## src/rtl/rx_soh_pkg.sv

```systemverilog
// Shared constants, state encoding and helpers for the STM-1 RX MSOH monitor.
package rx_soh_pkg;

    localparam int CNT_W     = 12;
    localparam int FRAME_LEN = 2430;
    localparam int ROW_LEN   = 270;

    localparam logic [CNT_W-1:0] FRAME_LAST = 12'd2429;
    localparam logic [CNT_W-1:0] B2_POS     = 12'd1080;
    localparam logic [CNT_W-1:0] K1_POS     = 12'd1083;
    localparam logic [CNT_W-1:0] K2_POS     = 12'd1086;

    // MS-AIS set/clear persistence in frames
    localparam logic [1:0] AIS_PERSIST = 2'd3;

    typedef enum logic [1:0] {
        HUNT  = 2'd0,
        FIRST = 2'd1,
        LOCK  = 2'd2
    } soh_state_t;

    function automatic logic [3:0] popcnt8(input logic [7:0] v);
        logic [3:0] n;
        n = '0;
        for (int i = 0; i < 8; i++) n = n + {3'b000, v[i]};
        return n;
    endfunction

endpackage

```

## src/rtl/rx_b2_cmp.sv

```systemverilog
// B2 byte comparator: XOR each received B2 byte against its BIP-24 reference
// byte, popcount the difference and sum over the three B2 bytes.
import rx_soh_pkg::*;

module rx_b2_cmp (
    input  logic       clk,
    input  logic       rst_n,
    input  logic [7:0] data,
    input  logic [7:0] ref_byte,
    input  logic       en,
    input  logic       start,
    input  logic       last,
    output logic [4:0] sum,
    output logic       done
);

    logic [3:0] pc;

    assign pc = popcnt8(data ^ ref_byte);

    // Accumulate per-byte mismatch counts; done follows the third byte by one cycle
    always_ff @(posedge clk or negedge rst_n) begin
        if (!rst_n) begin
            sum  <= '0;
            done <= 1'b0;
        end else begin
            done <= en & last;
            if (en) sum <= start ? {1'b0, pc} : sum + {1'b0, pc};
        end
    end

endmodule

```

## src/rtl/rx_msoh_mon.sv

```systemverilog
// STM-1 RX multiplex-section overhead monitor: frame position tracking,
// B2 BIP-24 check with saturating error count, K1/K2 persistence acceptance.
// Optional MS-AIS detection on K2[2:0] is enabled by defining RX_MSAIS_DET_EN.
import rx_soh_pkg::*;

module rx_msoh_mon #(
    parameter int KPERSIST = 3,
    parameter int ERRCNT_W = 16
) (
    input  logic                clk19,
    input  logic                rst19,
    input  logic [7:0]          pdi,
    input  logic                sofi,
    input  logic [23:0]         b2dat,
    input  logic                b2vld,
    input  logic                clr_cnt,
    output logic                frm_lock,
    output logic [4:0]          b2err_bits,
    output logic                b2err_vld,
    output logic [ERRCNT_W-1:0] b2err_acc,
    output logic [7:0]          k1_acc,
    output logic [7:0]          k2_acc,
    output logic                kchg,
    output logic                msais
);

    localparam int             PC_W = $clog2(KPERSIST + 1);
    localparam logic [PC_W-1:0] KP  = PC_W'(KPERSIST);

    soh_state_t       state;
    logic [CNT_W-1:0] cnt;
    logic             active, realign;
    logic             at_b2a, at_b2b, at_b2c, at_k1, at_k2;

    // Byte positions only count while aligned and not being realigned this byte
    always_comb begin
        active  = (state == FIRST) || (state == LOCK);
        realign = active && sofi && (cnt != '0);
        at_b2a  = active && !realign && (cnt == B2_POS);
        at_b2b  = active && !realign && (cnt == B2_POS + 12'd1);
        at_b2c  = active && !realign && (cnt == B2_POS + 12'd2);
        at_k1   = active && !realign && (cnt == K1_POS);
        at_k2   = active && !realign && (cnt == K2_POS);
    end

    // Frame alignment FSM with byte counter; lock is decided on the byte after the wrap
    always_ff @(posedge clk19 or negedge rst19) begin
        if (!rst19) begin
            state    <= HUNT;
            cnt      <= '0;
            frm_lock <= 1'b0;
        end else begin
            case (state)
                HUNT: begin
                    if (sofi) begin
                        cnt   <= 12'd1;
                        state <= FIRST;
                    end
                end
                FIRST, LOCK: begin
                    if (realign) begin
                        cnt      <= 12'd1;
                        state    <= FIRST;
                        frm_lock <= 1'b0;
                    end else if (cnt == '0) begin
                        if (sofi) begin
                            cnt      <= 12'd1;
                            state    <= LOCK;
                            frm_lock <= 1'b1;
                        end else begin
                            state    <= HUNT;
                            frm_lock <= 1'b0;
                        end
                    end else if (cnt == FRAME_LAST) begin
                        cnt <= '0;
                    end else begin
                        cnt <= cnt + 12'd1;
                    end
                end
                default: begin
                    state    <= HUNT;
                    cnt      <= '0;
                    frm_lock <= 1'b0;
                end
            endcase
        end
    end

    // ---------------------------------------------------------------- B2
    logic [23:0] b2ref;
    logic        ref_ok, b2_on;
    logic        cmp_start, cmp_mid, cmp_last, cmp_en;
    logic [7:0]  ref_byte;
    logic [4:0]  cmp_sum;
    logic        cmp_done;

    // A compare is armed at the first B2 byte and must see the next two in sequence
    always_comb begin
        cmp_start = (state == LOCK) && ref_ok && at_b2a;
        cmp_mid   = (state == LOCK) && b2_on && at_b2b;
        cmp_last  = (state == LOCK) && b2_on && at_b2c;
        cmp_en    = cmp_start | cmp_mid | cmp_last;
        ref_byte  = cmp_start ? b2ref[23:16] : (cmp_mid ? b2ref[15:8] : b2ref[7:0]);
    end

    // Reference capture; a fresh b2vld wins over the end-of-compare invalidation
    always_ff @(posedge clk19 or negedge rst19) begin
        if (!rst19) begin
            b2ref  <= '0;
            ref_ok <= 1'b0;
            b2_on  <= 1'b0;
        end else begin
            b2_on <= cmp_start | cmp_mid;
            if (b2vld) begin
                b2ref  <= b2dat;
                ref_ok <= 1'b1;
            end else if (at_b2c) begin
                ref_ok <= 1'b0;
            end
        end
    end

    rx_b2_cmp u_b2_cmp (
        .clk      (clk19),
        .rst_n    (rst19),
        .data     (pdi),
        .ref_byte (ref_byte),
        .en       (cmp_en),
        .start    (cmp_start),
        .last     (cmp_last),
        .sum      (cmp_sum),
        .done     (cmp_done)
    );

    logic [ERRCNT_W:0] acc_sum;

    assign acc_sum = {1'b0, b2err_acc} + (ERRCNT_W + 1)'(b2err_bits);

    // Error strobe two bytes after the last B2 byte, then saturating accumulate
    always_ff @(posedge clk19 or negedge rst19) begin
        if (!rst19) begin
            b2err_vld  <= 1'b0;
            b2err_bits <= '0;
            b2err_acc  <= '0;
        end else begin
            b2err_vld <= cmp_done;
            if (cmp_done) b2err_bits <= cmp_sum;
            if (clr_cnt)
                b2err_acc <= b2err_vld ? ERRCNT_W'(b2err_bits) : '0;
            else if (b2err_vld)
                b2err_acc <= acc_sum[ERRCNT_W] ? '1 : acc_sum[ERRCNT_W-1:0];
        end
    end

    // ---------------------------------------------------------------- K1/K2
    logic [7:0]      k1_cap;
    logic [15:0]     cand, prev_cand;
    logic            prev_vld;
    logic [PC_W-1:0] pcnt, pcnt_nxt;

    // Persistence count for the candidate captured this byte
    always_comb begin
        cand = {k1_cap, pdi};
        if (prev_vld && (cand == prev_cand))
            pcnt_nxt = (pcnt >= KP) ? KP : pcnt + 1'b1;
        else
            pcnt_nxt = PC_W'(1);
    end

    // Candidate capture and acceptance; history is dropped while hunting
    always_ff @(posedge clk19 or negedge rst19) begin
        if (!rst19) begin
            k1_cap    <= '0;
            prev_cand <= '0;
            prev_vld  <= 1'b0;
            pcnt      <= '0;
            k1_acc    <= '0;
            k2_acc    <= '0;
            kchg      <= 1'b0;
        end else begin
            kchg <= 1'b0;
            if (at_k1) k1_cap <= pdi;
            if (state == HUNT) begin
                prev_cand <= '0;
                prev_vld  <= 1'b0;
                pcnt      <= '0;
            end else if (at_k2) begin
                prev_cand <= cand;
                prev_vld  <= 1'b1;
                pcnt      <= pcnt_nxt;
                if ((pcnt_nxt == KP) && (cand != {k1_acc, k2_acc})) begin
                    k1_acc <= cand[15:8];
                    k2_acc <= cand[7:0];
                    kchg   <= 1'b1;
                end
            end
        end
    end

    // ---------------------------------------------------------------- MS-AIS
`ifdef RX_MSAIS_DET_EN
    logic [1:0] ais_on, ais_off, ais_on_nxt, ais_off_nxt;

    always_comb begin
        ais_on_nxt  = (ais_on  == AIS_PERSIST) ? AIS_PERSIST : ais_on  + 2'd1;
        ais_off_nxt = (ais_off == AIS_PERSIST) ? AIS_PERSIST : ais_off + 2'd1;
    end

    // Set/clear after three consecutive captured frames of the same K2[2:0] class
    always_ff @(posedge clk19 or negedge rst19) begin
        if (!rst19) begin
            ais_on  <= '0;
            ais_off <= '0;
            msais   <= 1'b0;
        end else if (state == HUNT) begin
            ais_on  <= '0;
            ais_off <= '0;
            msais   <= 1'b0;
        end else if (at_k2) begin
            if (pdi[2:0] == 3'b111) begin
                ais_off <= '0;
                ais_on  <= ais_on_nxt;
                if (ais_on_nxt == AIS_PERSIST) msais <= 1'b1;
            end else begin
                ais_on  <= '0;
                ais_off <= ais_off_nxt;
                if (ais_off_nxt == AIS_PERSIST) msais <= 1'b0;
            end
        end
    end
`else
    assign msais = 1'b0;
`endif

endmodule

```

## config.mk

```make
export PLATFORM = sky130hd
export DESIGN_NAME = rx_msoh_mon
export DESIGN_NICKNAME = d
export VERILOG_FILES = /design/src/rtl/rx_soh_pkg.sv /design/src/rtl/rx_b2_cmp.sv /design/src/rtl/rx_msoh_mon.sv
export SDC_FILE = /design/constraint.sdc
export NUM_CORES = 1
export LEC_CHECK = 0
export ABC_AREA = 1
export CAP_MARGIN = 20
export CORE_ASPECT_RATIO = 0.8
export CORE_MARGIN = 8
export CORE_UTILIZATION = 53
export CTS_BUF_LIST = sky130_fd_sc_hd__clkbuf_16
export DETAILED_ROUTE_END_ITERATION = 7
export PLACE_DENSITY_LB_ADDON = 0.05
export SLEW_MARGIN = 20
export SYNTH_ARGS = -nofsm -noshare
export SYNTH_HDL_FRONTEND = slang
export SYNTH_SLANG_ARGS = --single-unit
export TNS_END_PERCENT = 50
```

## constraint.sdc

```tcl
create_clock -name clk19 -period 7.5 [get_ports clk19]
set_clock_uncertainty 0.2 [all_clocks]
set_input_delay 1.5 -clock clk19 [delete_from_list [all_inputs] [get_ports clk19]]
set_output_delay 1.5 -clock clk19 [all_outputs]
set_load 0.01 [all_outputs]
```

; ---- Yosys cells after proc, flatten, opt, wreduce, memory -nomap -nowiden
; Index checks and enable logic that the tools add are counted.
[op_classes]
n_addsub = 11
order_cmp = 1
eq_ne = 13
mux = 34
bitwise_logic = 5
n_reduce_logical = 27
[ops]
columns = operator, count
row1 = 2-to-1 mux 16 bit, 5
row2 = == test 12 x 11 -> 1 bit (second input constant), 5
row3 = 2-to-1 mux 12 bit, 4
row4 = adder 4 x 1 -> 4 bit, 6
row5 = one-hot mux 12 bit (2 select lines), 1
row6 = adder 16 x 5 -> 17 bit, 1
row7 = == test 16 bit, 1
row8 = 2-to-1 mux 2 bit, 8
row9 = 2-to-1 mux 8 bit, 2
row10 = inequality test 16 bit, 1
row11 = logical AND 1 bit, 15
row12 = adder 12 x 1 -> 12 bit (second input constant), 1
row13 = == test 12 bit (second input constant), 1
row14 = logical NOT 12 bit, 1
row15 = nonzero test 12 bit, 1
row16 = 2-to-1 mux 1 bit, 10
row17 = 2-to-1 mux 5 bit, 2
row18 = XOR 8 bit, 1
row19 = nonzero test 2 bit, 3
row20 = adder 5 x 4 -> 5 bit, 1
row21 = == test 2 bit (second input constant), 2
row22 = one-hot mux 2 bit (2 select lines), 1
row23 = AND reduction 2 bit, 2
row24 = inequality test 3 bit (second input constant), 1
row25 = 14 further kinds, 15
[word_totals]
register_bits = 113
inputBits = 37
output_inout_bits = 41
wordCells = 109

; ---- Longest topological paths before layout
; Gate-level depths: netlist (run 1).
[depth]
depth_word = 20
mapped_depth = 30
depth_no_buf = 29

; ---- Hierarchy
; From an unflattened synthesis (run 1), not the netlist that was laid out.
[unflattened]
cells_unflattened = 902
area_unflattened_um2 = 6698.9
[modules_own_cells]
columns = module, instances, cells_per_inst, area_per_inst_um2, seq_area_each_um2
row1 = rx_msoh_mon, 1, 821, 6043.3, 2677.6
row2 = rx_b2_cmp, 1, 81, 655.6, 150.1

; ---- Least setup slack after synthesis (run 1)
; Ideal clock, no wire load.
[synth_path]
kind = input-to-reg
from = input port sofi
to = register u_b2_cmp.sum[4]
setup_ns = 0.118
arrival_time_ns = 5.532
t_required_ns = 7.182
setup_slack_ns = 1.650
cell_stages = 24
path_buffers = 2
path_cell_list = a21oi_4 > buf_6 > nand2_2 > buf_6 > nand3_2 > nand2_1 > nand2_1 > nand2_1 > ha_1 > fa_1 > inv_1 > fa_1 > fa_1 > fa_1 > inv_1 > fa_1 > nand3_1 > nand2_1 > xnor2_1 > inv_1 > nand2_1 > inv_1 > nand2_1 > nand2_1
[synth_between]
elab_chain_len = 18
word_cells_on_any_way = 24
cone_classes = 8 x add/sub / 3 x mux / 3 x bitwise / 10 x reduce/logical
[synth_lines]
columns = element, line_no
row1 = "start, declared", rx_msoh_mon.sv:13  ; input logic sofi,
row2 = logical AND 1 bit (*) (2 in series), rx_msoh_mon.sv:38  ; realign = active && sofi && (cnt != '0);
row3 = logical NOT 1 bit (*), "rx_msoh_mon.sv:39, rx_msoh_mon.sv:40, rx_msoh_mon.sv:41"
row4 = logical AND 1 bit (*), "rx_msoh_mon.sv:39, rx_msoh_mon.sv:40, rx_msoh_mon.sv:41"
row5 = logical AND 1 bit, rx_msoh_mon.sv:40  ; at_b2b = active && !realign && (cnt == B2_POS + 12'd1);
row6 = logical AND 1 bit, rx_msoh_mon.sv:100  ; cmp_mid = (state == LOCK) && b2_on && at_b2b;
row7 = 2-to-1 mux 8 bit (2 in series), rx_msoh_mon.sv:103  ; ref_byte = cmp_start ? b2ref[23:16] : (cmp_mid ? b2ref[15:8] : b2ref[7:0]);
row8 = XOR 8 bit, rx_b2_cmp.sv:19  ; assign pc = popcnt8(data ^ ref_byte);
row9 = adder 1 x 1 -> 2 bit, rx_soh_pkg.sv:25  ; for (int i = 0; i < 8; i++) n = n + {3'b000, v[i]};
row10 = adder 4 x 1 -> 4 bit (6 in series), rx_soh_pkg.sv:25
row11 = adder 5 x 4 -> 5 bit, rx_b2_cmp.sv:28  ; if (en) sum <= start ? {1'b0, pc} : sum + {1'b0, pc};
row12 = 2-to-1 mux 5 bit, rx_b2_cmp.sv:28
row13 = "end signal, assigned", rx_b2_cmp.sv:28
row14 = "end, declared", rx_b2_cmp.sv:13  ; output logic [4:0] sum,
; Mark *: on every way between the ends. The rest lies on a longest branch, timed or not.
; A chain may end at the register's enable or synchronous reset.

; ---- Final worst setup path (run 1)
; Ends and elaborated chain as after synthesis.

==> results.toml, run 1 <==
[power]
clock_power_share_pct = 45.7
cellPowerDensity_nw_per_um2 = 236
cellLeakagePower_nw = 4.24
power_switching_mw = 0.629
p_int_mw = 1.39
sequential_power_share_pct = 32.5
share_comb_of_total_power_pct = 21.9
p_total_mw = 2.02
ir_drop_mv = 0.328
netSwitchingFraction_pct = 31.2

[logic_synthesis]
post_synth.cell_area_avg_sq_um = 7.32
yosysSeqAreaShare_pct = 40.3
yosysUniqueCellTypes = 41
ff_latch_count_synth = 113
yosysTopAreaCellShare_pct = 40.3
synth_warnings = 0
synth_area_sq_um = 7010
synthCells = 958
post_synth_main_area_contributors = "sky130_fd_sc_hd__dfrtp_1, sky130_fd_sc_hd__nand2_1, sky130_fd_sc_hd__inv_1"
synth_nets = 1021
yosysTopAreaCell = "sky130_fd_sc_hd__dfrtp_1"

[floorplanning]
boundaryPins = 78
rows = 37
start_util_pct = 54.3
die_x_um = 145
chipHeight_um = 119
die_area_sq_um = 17200
coreArea_sq_um = 12900

[finish]
antenna-diode-count = 0
highest_count_cells_in_the_layout_ignoring_fill_and_taps = "sky130_fd_sc_hd__nand2_1, sky130_fd_sc_hd__dfrtp_1, sky130_fd_sc_hd__inv_1"
core_utilization_of_the_finished_layout_pct = 66.1
finalInstanceArea_sq_um = 8540
final_common_cell = "sky130_fd_sc_hd__nand2_1"
design.final.nets = 1096
drive_gt1_share_pct = 8.22
stdcell_count = 1221
area.growth.synth_to_final_pct = 21.8

[detailed_routing]
routedWlPerCell_um = 14.4
vias = 6451
drtIter0Drc = 503
detail_route.wirelength_mm = 17.6
total_iterations_of_the_first_detailed_routing_run = 5
drcViolationCount = 0
route.antenna.remaining_nets = 0
drt-vias-per-instance = 5.28

[cts]
tritoncts.num_buffers = 17
cts_hold_buf = 0
h-tree-depth = 4
setup_repair_bufs_after_cts = 0
clockRootBuffer = "sky130_fd_sc_hd__clkbuf_16"
numClockSinks = 113
clkSlewWorstSetupHoldPaths_ps = 50
insertion_delay_ps = 420
clk_path_buf_depth = 2
cts_repair_resize_count = 0
clock_tree_from_tritoncts = "done"

[hold_path]
min_path_type = "reg2reg"
timing.hold.worst_path_depth = 2
worstHoldEndpoint = "b2ref[17]"
worst_hold_startpoint = "b2ref[17]"

[place]
placed_inst_area_sq_um = 7880
post-place-cells = 1189
finalWeightedCongestion = 0.874
buffer_ports.inserted = 76
place.detailed.hpwl_mm = 12.5

[run_status]
run_status = "finished, final reports clean"

[grt]
number_of_antenna_violations_at_the_first_check_in_global_routing = 0
pin_count_of_the_biggest_net_entering_global_routing = 61
globalRouteOverflowTotal = 0
first_pass_grt_wire_length_mm = 29.2
track_usage_pct = 21.0
via_count_of_the_first_global_routing_pass = 5809

[flow_run]
maxCapViolations = 0

[timing]
final_period_minus_worst_setup_slack_ps = 6620
max-slew-margin-rel_pct = 32.1
min_period_over_period_pct = 88.2
grt_setup_unrepaired = "false"
setup_viol = 0
final_max_slew_viol_count = 0
timing.fmax_mhz = 151
timing_hold_violations_final = 0
worst_tran_pin_value_ps = 1020
setup-tns-final_ps = 0

[critical_path]
r2r_cells = 27
critPathLaunchType = "input pin"
critical_path_required_ps = 7600
timing_worst_setup_path_type = "in2reg"
worst-r2r-setup-slack_ps = 1450
r2r_end = "u_b2_cmp.sum[4]"
end_kind = "register"
worst_ep_arrival_time_ps = 6710
crit_fanout = 15
regToRegStartpoint = "cnt[0]"
synthesized netlist by cell type, drive strengths merged:
cell type / n
o211ai: 1
nand2: 359
and2: 1
ha: 20
o21a: 1
nor3: 10
o22ai: 14
xor2: 13
o31ai: 1
nand4: 46
a21oi: 27
conb: 1
clkbuf: 10
and3: 1
dfrtp: 113
inv: 124
xnor2: 4
o21ai: 53
nor4: 2
o21bai: 1
nand3b: 2
nor2: 62
fa: 6
buf: 13
nand3: 71
clkinv: 2
worst max path at each step:
stage                      end  depth (start not counted)  startpoint
6_report       u_b2_cmp.sum[4]                         23        sofi
5_1_grt        u_b2_cmp.sum[4]                         24        sofi
4_1_cts        u_b2_cmp.sum[4]                         23        sofi
3_5_place_dp   u_b2_cmp.sum[4]                         23        sofi
3_3_place_gp   u_b2_cmp.sum[4]                         23        sofi
2_1_floorplan  u_b2_cmp.sum[4]                         24        sofi
stage by stage:
step           hold WS (ps)  setup slack [ps]
2_1_floorplan           152              1650
3_3_place_gp            268               625
3_5_place_dp            273               563
4_1_cts                 287               924
5_1_grt                 309               447
6_report                284               885
layer usage:
| layer | vias to the layer above | routed length, um | GRT usage [%] |
|---|---|---|---|
| met4 | 0 | 193 | 7.72 |
| li1 | 3223 | - | - |
| met5 | - | 0 | 0 |
| met2 | 184 | 7940 | 31.2 |
| met1 | 3027 | 8590 | 30.4 |
| met3 | 17 | 907 | 3.19 |
area by class of cell:
| cell class | count | area (sq um) |
|---|---|---|
| clock buffers | 17 | 425 |
| clock inverters | 15 | 240 |
| fillers | 1102 | 4370 |
| inverters | 126 | 473 |
| multi-input cells | 696 | 3580 |
| flip-flops and latches | 113 | 2830 |
| well taps | 175 | 219 |
| repair buffers | 79 | 781 |
power groups by stage:
stage	logic (mW)	clock network [mW]	registers [mW]
after floorplan	0.317	0	0.659
after global placement	0.426	0	0.663
after detailed placement	0.431	0	0.664
after CTS	0.436	0.931	0.654
after global routing	0.490	0.958	0.656
final	0.441	0.921	0.654
flip-flops by register name, summed over array words and instances, names as in the netlist, 2 cells and up:
register,cells
pcnt,2
b2ref,24
b2err_acc,16
state,2
prev_cand,16
k2_acc,8
cnt,12
k1_acc,8
b2err_bits,5
k1_cap,8
u_b2_cmp.sum,5
worst max-delay path, stage by stage:
cell	delay [ps]
sky130_fd_sc_hd__clkdlybuf4s50_1	560
sky130_fd_sc_hd__a21oi_4	390
sky130_fd_sc_hd__nand2_2	310
sky130_fd_sc_hd__inv_2	240
sky130_fd_sc_hd__nand2_1	110
sky130_fd_sc_hd__nand3_1	100
sky130_fd_sc_hd__nand2_1	60
sky130_fd_sc_hd__ha_1	290
sky130_fd_sc_hd__fa_1	530
sky130_fd_sc_hd__inv_1	50
sky130_fd_sc_hd__fa_1	500
sky130_fd_sc_hd__fa_1	460
sky130_fd_sc_hd__fa_1	520
sky130_fd_sc_hd__inv_1	80
sky130_fd_sc_hd__fa_1	440
sky130_fd_sc_hd__nand3_1	110
sky130_fd_sc_hd__nand2_1	70
sky130_fd_sc_hd__xnor2_1	130
sky130_fd_sc_hd__inv_1	50
sky130_fd_sc_hd__nand2_1	60
sky130_fd_sc_hd__inv_1	40
sky130_fd_sc_hd__nand2_1	60
sky130_fd_sc_hd__nand2_1	60
cell families (layout without fill, tap and decap cells):
group,count (synthesis),count (layout),share of synthesized area [%]
other,1,1,0.0535
and+or+nand+nor,554,554,35.1
adders and majority gates,26,26,5.28
DFF,113,113,40.3
xor gates and xnor gates,17,17,2.12
AOI/OAI and AO/OA,98,98,8.49
buffers and inverters,149,237,8.69
Power figures use the tool's default switching activity.
==> run 2, diff against run 1 <==
CAP_MARGIN = unset   (was 20)
SETUP_SLACK_MARGIN = 0.05   (was unset)
SKIP_CTS_REPAIR_TIMING = 1   (was unset)
==> results of run 2 <==
No change in the layout: final DEF, timing and power equal those of run 1.
==> run 3, diff against run 2 <==
CTS_CLUSTER_SIZE = 12   (was unset)
PLACE_DENSITY_LB_ADDON = 0.15   (was 0.05)
==> run 3 against run 2 <==
Effect of this change: clock-buffer cell count stayed put; first-iteration DRC count is 5.4% lower; combinational power hardly changed; maximum frequency is 0.13% higher; critical endpoint is now u_b2_cmp.sum[3]; highest routed layer unchanged.
==> results.toml, run 3 (synthesized netlist as in run 1, its figures left out) <==
[run_status]
run_status = "finished, final reports clean"

[detailed_routing]
routedWlPerCell_um = 14.3
detail_route.wirelength_mm = 17.5
drt-vias-per-instance = 5.30
vias = 6474
total_iterations_of_the_first_detailed_routing_run = 7
route.antenna.remaining_nets = 0
drtIter0Drc = 476
drcViolationCount = 0

[power]
power_switching_mw = 0.622
clock_power_share_pct = 42.6
share_comb_of_total_power_pct = 23.1
netSwitchingFraction_pct = 32.6
p_total_mw = 1.91
cellLeakagePower_nw = 4.20
cellPowerDensity_nw_per_um2 = 225
sequential_power_share_pct = 34.3
p_int_mw = 1.28
ir_drop_mv = 0.264

[finish]
stdcell_count = 1221
design.final.nets = 1096
highest_count_cells_in_the_layout_ignoring_fill_and_taps = "sky130_fd_sc_hd__nand2_1, sky130_fd_sc_hd__dfrtp_1, sky130_fd_sc_hd__inv_1"
area.growth.synth_to_final_pct = 20.8
antenna-diode-count = 0
n_fill_cell = 1118
top_register = "b2ref"
largestRegisters = "b2ref: 24 flops, b2err_acc: 16 flops, prev_cand: 16 flops"
final_common_cell = "sky130_fd_sc_hd__nand2_1"
drive_gt1_share_pct = 8.13
finalInstanceArea_sq_um = 8470
largest_reg_flops = 24

[cts]
h-tree-depth = 4
clock_tree_from_tritoncts = "done"
clkSlewWorstSetupHoldPaths_ps = 50
clockRootBuffer = "sky130_fd_sc_hd__clkbuf_16"
insertion_delay_ps = 410
numClockSinks = 113
clk_path_buf_depth = 2
tritoncts.num_buffers = 17

[timing]
worst_tran_pin_value_ps = 969
final_max_slew_viol_count = 0
hold_ws_ps = 277
timing.fmax_mhz = 151
setup-tns-final_ps = 0
final_period_minus_worst_setup_slack_ps = 6610
max-slew-margin-rel_pct = 35.2
grt_setup_unrepaired = "false"
timing_hold_violations_final = 0
setup_viol = 0
min_period_over_period_pct = 88.1

[grt]
number_of_antenna_violations_at_the_first_check_in_global_routing = 0
track_usage_pct = 21.3
pin_count_of_the_biggest_net_entering_global_routing = 63
grt-busiest-layer = "met2"
groute.layer.met1.usage_pct = 30.2
globalRouteOverflowTotal = 0
met3_usage_pct = 4.35
grtUsageMet2_pct = 32.6
via_count_of_the_first_global_routing_pass = 6103
first_pass_grt_wire_length_mm = 30.0

[place]
buffer_ports.inserted = 76
post-place-cells = 1189
place.detailed.hpwl_mm = 12.5
finalWeightedCongestion = 0.893
placed_inst_area_sq_um = 7880

[floorplanning]
coreArea_sq_um = 12900
start_util_pct = 54.3
die_x_um = 145
chipHeight_um = 119
die_area_sq_um = 17200
rows = 37
boundaryPins = 78

[hold_path]
min_path_type = "reg2reg"

[critical_path]
timing_worst_setup_path_type = "in2reg"
worst_ep_arrival_time_ps = 6700
end_kind = "register"
crit_fanout = 15
critical_path_required_ps = 7590
critPathLaunchType = "input pin"

[flow_run]
maxCapViolations = 0
-- run 3: final timing paths --
check	start	end	slack [ps]	cells after the start
min in group asynchronous	rst19	b2err_acc[6]	930	1
max reg2reg	cnt[0]	u_b2_cmp.sum[3]	1480	27
min reg2reg	b2ref[21]	b2ref[21]	280	2
min	b2ref[21]	b2ref[21]	280	2
max	sofi	u_b2_cmp.sum[3]	890	23
max in group asynchronous	rst19	k1_cap[2]	4890	2
-- run 3: area by class of cell --
class	count	area (sq um)	share of cell area (%)
Sequential cell	113	2830	33.4
Tap cell	175	219	2.58
Clock inverter	15	168	1.98
Inverter	126	473	5.58
Timing Repair Buffer	79	781	9.22
Multi-Input combinational cell	696	3580	42.2
Clock buffer	17	425	5.02
-- run 3: layer usage --
metal | part of all wire [%] | up-vias
li1 | - | 3228
met1 | 48 | 3021
met2 | 46 | 204
met3 | 5.5 | 21
met4 | 1.0 | 0
met5 | 0 | -
-- run 3: critical path, cell delays in order --
cell	delay, ps
sky130_fd_sc_hd__clkdlybuf4s50_1	560
sky130_fd_sc_hd__a21oi_4	380
sky130_fd_sc_hd__nand2_2	290
sky130_fd_sc_hd__inv_2	220
sky130_fd_sc_hd__nand2_1	90
sky130_fd_sc_hd__nand3_1	90
sky130_fd_sc_hd__nand2_1	70
sky130_fd_sc_hd__ha_1	290
sky130_fd_sc_hd__fa_1	530
sky130_fd_sc_hd__inv_1	50
sky130_fd_sc_hd__fa_1	500
sky130_fd_sc_hd__fa_1	470
sky130_fd_sc_hd__fa_1	390
sky130_fd_sc_hd__xor2_1	190
sky130_fd_sc_hd__inv_1	90
sky130_fd_sc_hd__ha_1	310
sky130_fd_sc_hd__a21oi_1	180
sky130_fd_sc_hd__nand2_1	100
sky130_fd_sc_hd__xor2_1	140
sky130_fd_sc_hd__nand2_1	60
sky130_fd_sc_hd__nand2_1	60
sky130_fd_sc_hd__nand2_1	60
sky130_fd_sc_hd__nand2_1	50
-- run 3: power groups by stage --
stage | clock network (mW) | registers (mW) | logic (mW)
after floorplan | 0 | 0.659 | 0.317
after global placement | 0 | 0.663 | 0.420
after detailed placement | 0 | 0.663 | 0.430
after CTS | 0.819 | 0.653 | 0.439
after global routing | 0.853 | 0.656 | 0.495
final | 0.813 | 0.654 | 0.441
-- run 3: through the flow --
step           utilization (%)  setup WS (ps)
2_1_floorplan                -           1650
3_3_place_gp              61.0            645
3_5_place_dp              61.0            550
4_1_cts                   65.6            931
5_1_grt                   65.6            570
6_report                  65.6            894
